--- config.mk ---
export PLATFORM = sky130hd
export DESIGN_NAME = dma_bus_arbiter
export DESIGN_NICKNAME = d
export VERILOG_FILES = /design/src/rtl/dma_bus_arbiter.sv
export SDC_FILE = /design/constraint.sdc
export NUM_CORES = 1
export LEC_CHECK = 0
export CAP_MARGIN = 10
export CORE_AREA = 2 2 60 62
export DETAILED_ROUTE_END_ITERATION = 16
export DIE_AREA = 0 0 62 64
export SLEW_MARGIN = 20
export SYNTH_ARGS = -nofsm -noshare
export SYNTH_HDL_FRONTEND = slang
export SYNTH_SLANG_ARGS = --single-unit
--- constraint.sdc ---
create_clock -name CLK -period 4.3 [get_ports CLK]
set_input_delay 0.86 -clock CLK [delete_from_list [all_inputs] [get_ports CLK]]
set_output_delay 0.86 -clock CLK [all_outputs]
set_load 0.005 [all_outputs]
--- src/rtl/dma_bus_arbiter.sv ---
// Round-robin arbiter that lends the Z80 external bus to NREQ bus masters via nBUSRQ/nBUSACK.
// Outputs are registered from the current state, so they trail state transitions by one cycle.
module dma_bus_arbiter #(
  parameter int NREQ     = 2,
  parameter int MAX_HOLD = 64,
  parameter int GAP      = 4
) (
  input  logic            CLK,
  input  logic            nRESET,
  input  logic [NREQ-1:0] req,
  output logic [NREQ-1:0] gnt,
  output logic            nBUSRQ,
  input  logic            nBUSACK,
  output logic            dma_active,
  output logic            timeout
);

  localparam int HW = (MAX_HOLD > 1) ? $clog2(MAX_HOLD) : 1;
  localparam int GW = (GAP > 0) ? $clog2(GAP + 1) : 1;
  localparam int IW = (NREQ > 1) ? $clog2(NREQ) : 1;
  localparam logic [NREQ-1:0] ONE = NREQ'(1);

  typedef enum logic [2:0] {S_IDLE, S_REQ, S_GRANT, S_RELEASE, S_GAP} state_t;

  state_t        state;
  logic [IW-1:0] winIdx;
  logic [IW-1:0] lastIdx;
  logic [HW-1:0] holdCnt;
  logic [GW-1:0] gapCnt;
  logic          toPend;

  // First requester strictly after 'last', wrapping; 'last' itself has lowest priority.
  function automatic logic [IW-1:0] pick(input logic [NREQ-1:0] r, input logic [IW-1:0] last);
    logic [IW-1:0] w;
    int idx;
    w = last;
    for (int k = NREQ; k >= 1; k--) begin
      idx = (int'(last) + k) % NREQ;
      if (r[idx]) w = IW'(idx);
    end
    return w;
  endfunction

  always_ff @(posedge CLK) begin
    if (!nRESET) begin
      state      <= S_IDLE;
      winIdx     <= '0;
      lastIdx    <= IW'(NREQ - 1);
      holdCnt    <= '0;
      gapCnt     <= '0;
      toPend     <= 1'b0;
      gnt        <= '0;
      nBUSRQ     <= 1'b1;
      dma_active <= 1'b0;
      timeout    <= 1'b0;
    end else begin
      gnt        <= (state == S_GRANT) ? (ONE << winIdx) : '0;
      nBUSRQ     <= !(state == S_REQ || state == S_GRANT);
      dma_active <= (state == S_GRANT);
      timeout    <= toPend;
      toPend     <= 1'b0;
      case (state)
        S_IDLE: begin
          if (|req) begin
            winIdx <= pick(req, lastIdx);
            state  <= S_REQ;
          end
        end
        S_REQ: begin
          if (!req[winIdx]) state <= S_RELEASE;
          else if (!nBUSACK) begin
            holdCnt <= '0;
            state   <= S_GRANT;
          end
        end
        S_GRANT: begin
          // Withdrawal takes priority over expiry, so no timeout pulse on a voluntary exit.
          if (!req[winIdx]) begin
            lastIdx <= winIdx;
            state   <= S_RELEASE;
          end else if (holdCnt == HW'(MAX_HOLD - 1)) begin
            lastIdx <= winIdx;
            toPend  <= 1'b1;
            state   <= S_RELEASE;
          end else begin
            holdCnt <= holdCnt + 1'b1;
          end
        end
        S_RELEASE: begin
          if (nBUSACK) begin
            gapCnt <= '0;
            state  <= (GAP == 0) ? S_IDLE : S_GAP;
          end
        end
        S_GAP: begin
          if (gapCnt == GW'(GAP - 1)) state <= S_IDLE;
          else gapCnt <= gapCnt + 1'b1;
        end
        default: state <= S_IDLE;
      endcase
    end
  end

endmodule

==> out/metrics.cfg, run 1 <==
[outcome]
status = finished, final reports clean

[pwr]
seq_power_share_pct = 58.2
switching_share_pct = 27.3
peakVddDrop_mv = 0.0835
clockPowerShare_pct = 22.7
intPower_mw = 0.269
power_leakage_nw = 0.421
p_total_mw = 0.370
powerDensity_nw_per_um2 = 339
power_switching_mw = 0.101
combPwrFrac_pct = 19.1

[routing]
drt_first_iter_violations = 14
vias = 730
m1WireLength_um = 731
drcViolationCount = 0
ant_nets = 0
routedWlPerCell_um = 10.8
wl_met3_um = 77
drt_wl_total_mm = 1.64
via_per_inst = 4.80
routed.top_layer = met4
dr.pass1.iters = 4
met2_length_um = 819

[floorplan]
rows = 21
fp.dieW_um = 62
start_util_pct = 28.7
die_area_um2 = 3970
dieHeight_um = 64
io_pins = 10
coreArea_um2 = 3280

[setup_path]
rr_worst_depth = 4
critPathArrivalTime_ns = 2.64
cp_num_buf_inv = 1
timing_worst_setup_path_type = in2reg
crit_chain = clkdlybuf4s50_1 -> and4bb_2 -> nand2_1 -> o41ai_1 -> a21o_1
timing.rr.start = state[1]
cp-end-kind = flip-flop
crit_fanout = 13
start_kind = input port
critPathMaxStageDelay_ns = 0.74
cp_num_cells = 5
crit_start = nRESET
critPathTopFamily = buffers and inverters
cp_slowest_cell = clkdlybuf4s50_1
crit_required_ns = 4.54

[logic_synthesis]
synth_area_per_cell_um2 = 9.63
synthCells = 98
ys.flop_type = dfxtp_1
syn_nets = 106
synth-edff-count = 0
synth-seq-area-share_pct = 42.4
synth_cell_types = 39
postSynth.asyncResetShare_pct = 0
ys_ff_latch = 20
syn-cell-area_um2 = 943
yosys_warnings = 0

[timing]
hold_violations = 0
setup_viol = 0
min_period_ns = 2.40
setup_slack_ns = 1.90
rsz0062_at_grt = no
skew_ns = 0.00519
relSlewSlack_pct = 69.8
tightestPinTransition_ns = 0.449
hold_ws_ns = 0.440
setup_tns_ns = 0
maxClockFrequency_mhz = 417
fin_crit_sh_pct = 55.8
slew_violations = 0

[clock_tree]
clk_latency_ns = 0.29
ctsHoldBuffers = 0
cts_resized = 0
root_buffer = clkbuf_4
cts_htree_levels = 1
clock_sinks = 20
path_clk_slew_ns = 0.10
cts_made_buffers = 3
cts_tree = yes
post_cts_buffers = 0
clock_path_buffers = 2

[placement]
port-buffer-count = 9
place_area_um2 = 1070
gp_congestion = 0.703
place_inst = 149
place_ws_ns = 1.62
hpwl_mm = 1.25

[cells_and_area]
diodes = 0
instances_no_fill = 152
area_growth_pct = 15.7
drive_gt1_share_pct = 11.3
final_core_util_pct = 33.2
mostFrequentLayoutCells = dfxtp_1 (20), nand2_1 (10), clkdlybuf4s50_1 (9)
final_common_cell = dfxtp_1
layout.nets = 116
finalInstanceArea_um2 = 1090

[global_routing]
grt_max_degree = 14
grt-ovfl-total = 0
groute.usage.overall_pct = 9.76
grt_pass1_vias = 694
antenna_found_initial = 0
grt_pass1_wl_mm = 2.94

[hold_path]
hold_depth = 1
min_from = toPend
holdCritPathClass = reg2reg

[run]
drv_cap = 0

routing by layer:
layer | vias up | GRT usage [%]
met5 | - | 0
met4 | 0 | 4.79
met3 | 2 | 2.43
met2 | 15 | 15.9
met1 | 336 | 11.5
li1 | 377 | -
cells by family (layout without fill, tap and decap cells):
group,Yosys count,in the layout,synth area share (%)
buf+inv,6,14,3.18
compound gates,22,22,18.7
mux,5,5,5.44
flops,20,20,42.4
simple gates,41,41,25.3
xor+xnor,1,1,0.929
fa+ha+maj,3,3,3.98
state kept, by name, summed over array words and instances, names as in the netlist:
| name | flops |
|---|---|
| gapCnt | 3 |
| state | 3 |
| holdCnt | 6 |
| nBUSRQ | 1 |
| winIdx | 1 |
| dma_active | 1 |
| toPend | 1 |
| gnt | 2 |
| lastIdx | 1 |
| timeout | 1 |
final timing paths:
| kind | slack [ns] | to |
|---|---|---|
| hold reg to reg | 0.44 | timeout |
| setup / recovery | 1.90 | holdCnt[5] |
| setup reg to reg | 2.40 | holdCnt[2] |
| hold / removal | 0.44 | timeout |
power by group through the flow:
stage          registers [mW]  clock network [mW]  logic, mW
4_1_cts                 0.215              0.0891     0.0712
3_3_place_gp            0.220                   0     0.0702
3_5_place_dp            0.219                   0     0.0711
6_report                0.215              0.0841     0.0705
5_1_grt                 0.218              0.0967     0.0787
2_1_floorplan           0.209                   0     0.0622
Yosys cell counts (2+ instances only):
cell type | number | area (um^2)
a21o_1 | 4 | 30.0
ha_1 | 3 | 37.5
nor3_1 | 3 | 15.0
and2_1 | 3 | 18.8
nor2b_1 | 3 | 18.8
o31ai_1 | 2 | 15.0
nand2b_1 | 2 | 12.5
o21ai_0 | 2 | 10.0
nand2_1 | 10 | 37.5
a21oi_1 | 3 | 15.0
o311ai_0 | 2 | 17.5
inv_1 | 2 | 7.51
nor2_1 | 4 | 15.0
dfxtp_1 | 20 | 400
nor3b_1 | 3 | 22.5
clkbuf_1 | 3 | 11.3
mux2i_1 | 4 | 40.0
nand3_1 | 4 | 20.0
final cells by class:
type / instances / area, um^2
tap: 46 / 57.6
clock buffer: 3 / 22.5
sequential: 20 / 400
inverter: 2 / 7.51
timing repair buffer: 9 / 90.1
multi-input combinational: 72 / 513
fill: 335 / 2190
(Power assumes the default switching activity.)
==> inputs of run 2 (changes only) <==
==> constraint.sdc (replaced) <==
create_clock -name CLK -period 2.5 [get_ports CLK]
set_input_delay 0.5 -clock CLK [delete_from_list [all_inputs] [get_ports CLK]]
set_output_delay 0.5 -clock CLK [all_outputs]
set_load 0.005 [all_outputs]
==> run 2 against run 1 <==
  * Critical path depth shrank 1
  * Sequential share of layout area shrank 1.2 points
  * Power grew 110%
  * Worst setup slack lost 1.3 ns
  * Clock power grew to 3.2 times the previous value
  * Final area grew 3.4%
  * Clock skew grew 0.00086 ns
  * Wire length grew 3.5%
  * Register-to-register slack lost 1.8 ns
  * Global-route usage grew 0.25 points
  * Utilization grew 1.1 points
  * Hold slack gained 0.012 ns
  * Largest power group unchanged
  * Highest routed layer unchanged
==> out/metrics.cfg, run 2 (same netlist as run 1, synthesis figures left out) <==
[clock_tree]
clock_sinks = 20  ; unchanged
cts_tree = yes
root_buffer = clkbuf_4
cts_resized = 0  ; unchanged
clk_latency_ns = 0.31  ; +0.02 ns
cts_made_buffers = 3  ; unchanged
ctsHoldBuffers = 0  ; unchanged
path_clk_slew_ns = 0.12  ; +0.02 ns
clock_path_buffers = 2  ; unchanged
post_cts_buffers = 0  ; unchanged
cts_htree_levels = 1  ; unchanged

[floorplan]
dieHeight_um = 64  ; unchanged
coreArea_um2 = 3280  ; unchanged
die_area_um2 = 3970  ; unchanged
fp.dieW_um = 62  ; unchanged
rows = 21  ; unchanged
io_pins = 10  ; unchanged
start_util_pct = 28.7  ; unchanged

[pwr]
p_total_mw = 0.759  ; +110%
combPwrFrac_pct = 16.2  ; -2.9 points
peakVddDrop_mv = 0.202  ; +140%
power_leakage_nw = 0.440  ; +4.5%
seq_power_share_pct = 48.8  ; -9.4 points
intPower_mw = 0.570  ; +110%
switching_share_pct = 24.9  ; -2.3 points
clockPowerShare_pct = 35.0  ; +12 points
powerDensity_nw_per_um2 = 673  ; +99%
power_switching_mw = 0.189  ; +88%

[setup_path]
timing.rr.start = state[1]
crit_required_ns = 2.72  ; -1.82 ns
critPathArrivalTime_ns = 2.12  ; -0.52 ns
r2r_end = holdCnt[2]
cp-end-kind = flip-flop
timing_worst_setup_path_type = reg2reg
rr_worst_depth = 4  ; unchanged
crit_fanout = 13  ; unchanged
start_kind = flip-flop
crit_chain = or3b_2 -> a211oi_2 -> o22ai_1 -> a31o_2
r2r_setup_slack_ns = 0.59  ; -1.81 ns
cp_slowest_cell = dfxtp_1
critPathMaxStageDelay_ns = 0.57  ; -0.17 ns

[timing]
setup_tns_ns = 0  ; unchanged
tightestPinTransition_ns = 0.484  ; +0.0356 ns
setup_viol = 0  ; unchanged
fin_crit_sh_pct = 76.3
slew_violations = 0  ; unchanged
maxClockFrequency_mhz = 525
skew_ns = 0.00605  ; +0.000863 ns
hold_violations = 0  ; unchanged
min_period_ns = 1.91
rsz0062_at_grt = no
relSlewSlack_pct = 67.4  ; -2.4 points

[cells_and_area]
finalInstanceArea_um2 = 1130  ; +3.4%
regArea_um2 = 400  ; unchanged
drive_gt1_share_pct = 13.0  ; +1.6 points
area_growth_pct = 19.6
multi_input_area_um2 = 513  ; unchanged
final_core_util_pct = 34.4  ; +1.1 points
reg_top3 = holdCnt x6, gapCnt x3, state x3
regMostFlops = holdCnt
final_common_cell = dfxtp_1
mostFrequentLayoutCells = dfxtp_1 (20), nand2_1 (10), clkdlybuf4s50_1 (9)
layout.nets = 117  ; +0.86%
largest_register_ffs = 6  ; unchanged
diodes = 0  ; unchanged
fillCellCount = 347  ; +3.6%

[hold_path]
min_from = toPend
holdCritPathClass = reg2reg
hold_depth = 1  ; unchanged
worst_hold_path.endpoint = timeout

[run]
drv_cap = 0  ; unchanged

[global_routing]
groute.usage.overall_pct = 10.0  ; +0.25 points
grt-ovfl-total = 0  ; unchanged
grt_pass1_vias = 689  ; -0.72%
grt_max_degree = 14  ; unchanged
grt_pass1_wl_mm = 2.99  ; +1.6%
antenna_found_initial = 0  ; unchanged

[placement]
port-buffer-count = 9  ; unchanged
gp_congestion = 0.787  ; +12%
hpwl_mm = 1.28  ; +2.1%
place_area_um2 = 1080  ; +0.70%

[routing]
drt_first_iter_violations = 33  ; +19
drt_wl_total_mm = 1.70  ; +3.5%
routedWlPerCell_um = 11.0  ; +2.2%
ant_nets = 0  ; unchanged
drcViolationCount = 0  ; unchanged
via_per_inst = 4.97  ; +3.6%
dr.pass1.iters = 4  ; unchanged
vias = 766  ; +4.9%

[outcome]
status = finished, final reports clean

## run 2: how the worst max path moves through the flow
stage          cells after the start          to      from  slack [ns]
2_1_floorplan                      5  holdCnt[2]  state[0]        0.86
3_3_place_gp                       5  holdCnt[2]    req[0]        0.42
3_5_place_dp                       5  holdCnt[2]    req[0]        0.39
4_1_cts                            4  holdCnt[2]  state[1]        0.59
5_1_grt                            4  holdCnt[2]  state[1]        0.48
6_report                           4  holdCnt[2]  state[1]        0.59
## run 2: power groups by stage
stage / combinational [mW] / clock, mW / sequential, mW
CTS: 0.124 / 0.275 / 0.371
global route: 0.136 / 0.291 / 0.376
global placement: 0.122 / 0 / 0.378
detailed placement: 0.124 / 0 / 0.378
finish: 0.123 / 0.266 / 0.371
floorplan: 0.107 / 0 / 0.360
## run 2: layer usage
metal | vias up | track usage [%] | wire length [um]
met4 | 0 | 4.79 | 12
met2 | 15 | 16.7 | 865
met1 | 369 | 11.5 | 765
met5 | - | 0 | 0
li1 | 380 | - | -
met3 | 2 | 2.43 | 55
## run 2: through the flow
step / hold slack, ns / cells / worst slack, ns
CTS: 0.459 / 154 / 0.593
floorplan: 0.412 / 98 / 0.856
global route: 0.465 / 154 / 0.481
global placement: 0.419 / 150 / 0.424
finish: 0.452 / 154 / 0.593
detailed placement: 0.428 / 150 / 0.389
## run 2: worst max-delay path, delay by kind of cell, from the launching register on
family | cells | cell delay [ns]
flops | 1 | 0.57
simple gates | 1 | 0.56
compound gates | 3 | 0.69
## run 2: area by class of cell
class | count | area share, %
clock inverters | 1 | 2.66
well taps | 46 | 5.10
multi-input cells | 72 | 45.5
flip-flops and latches | 20 | 35.5
repair buffers | 10 | 8.65
clock buffers | 3 | 2.00
inverters | 2 | 0.665
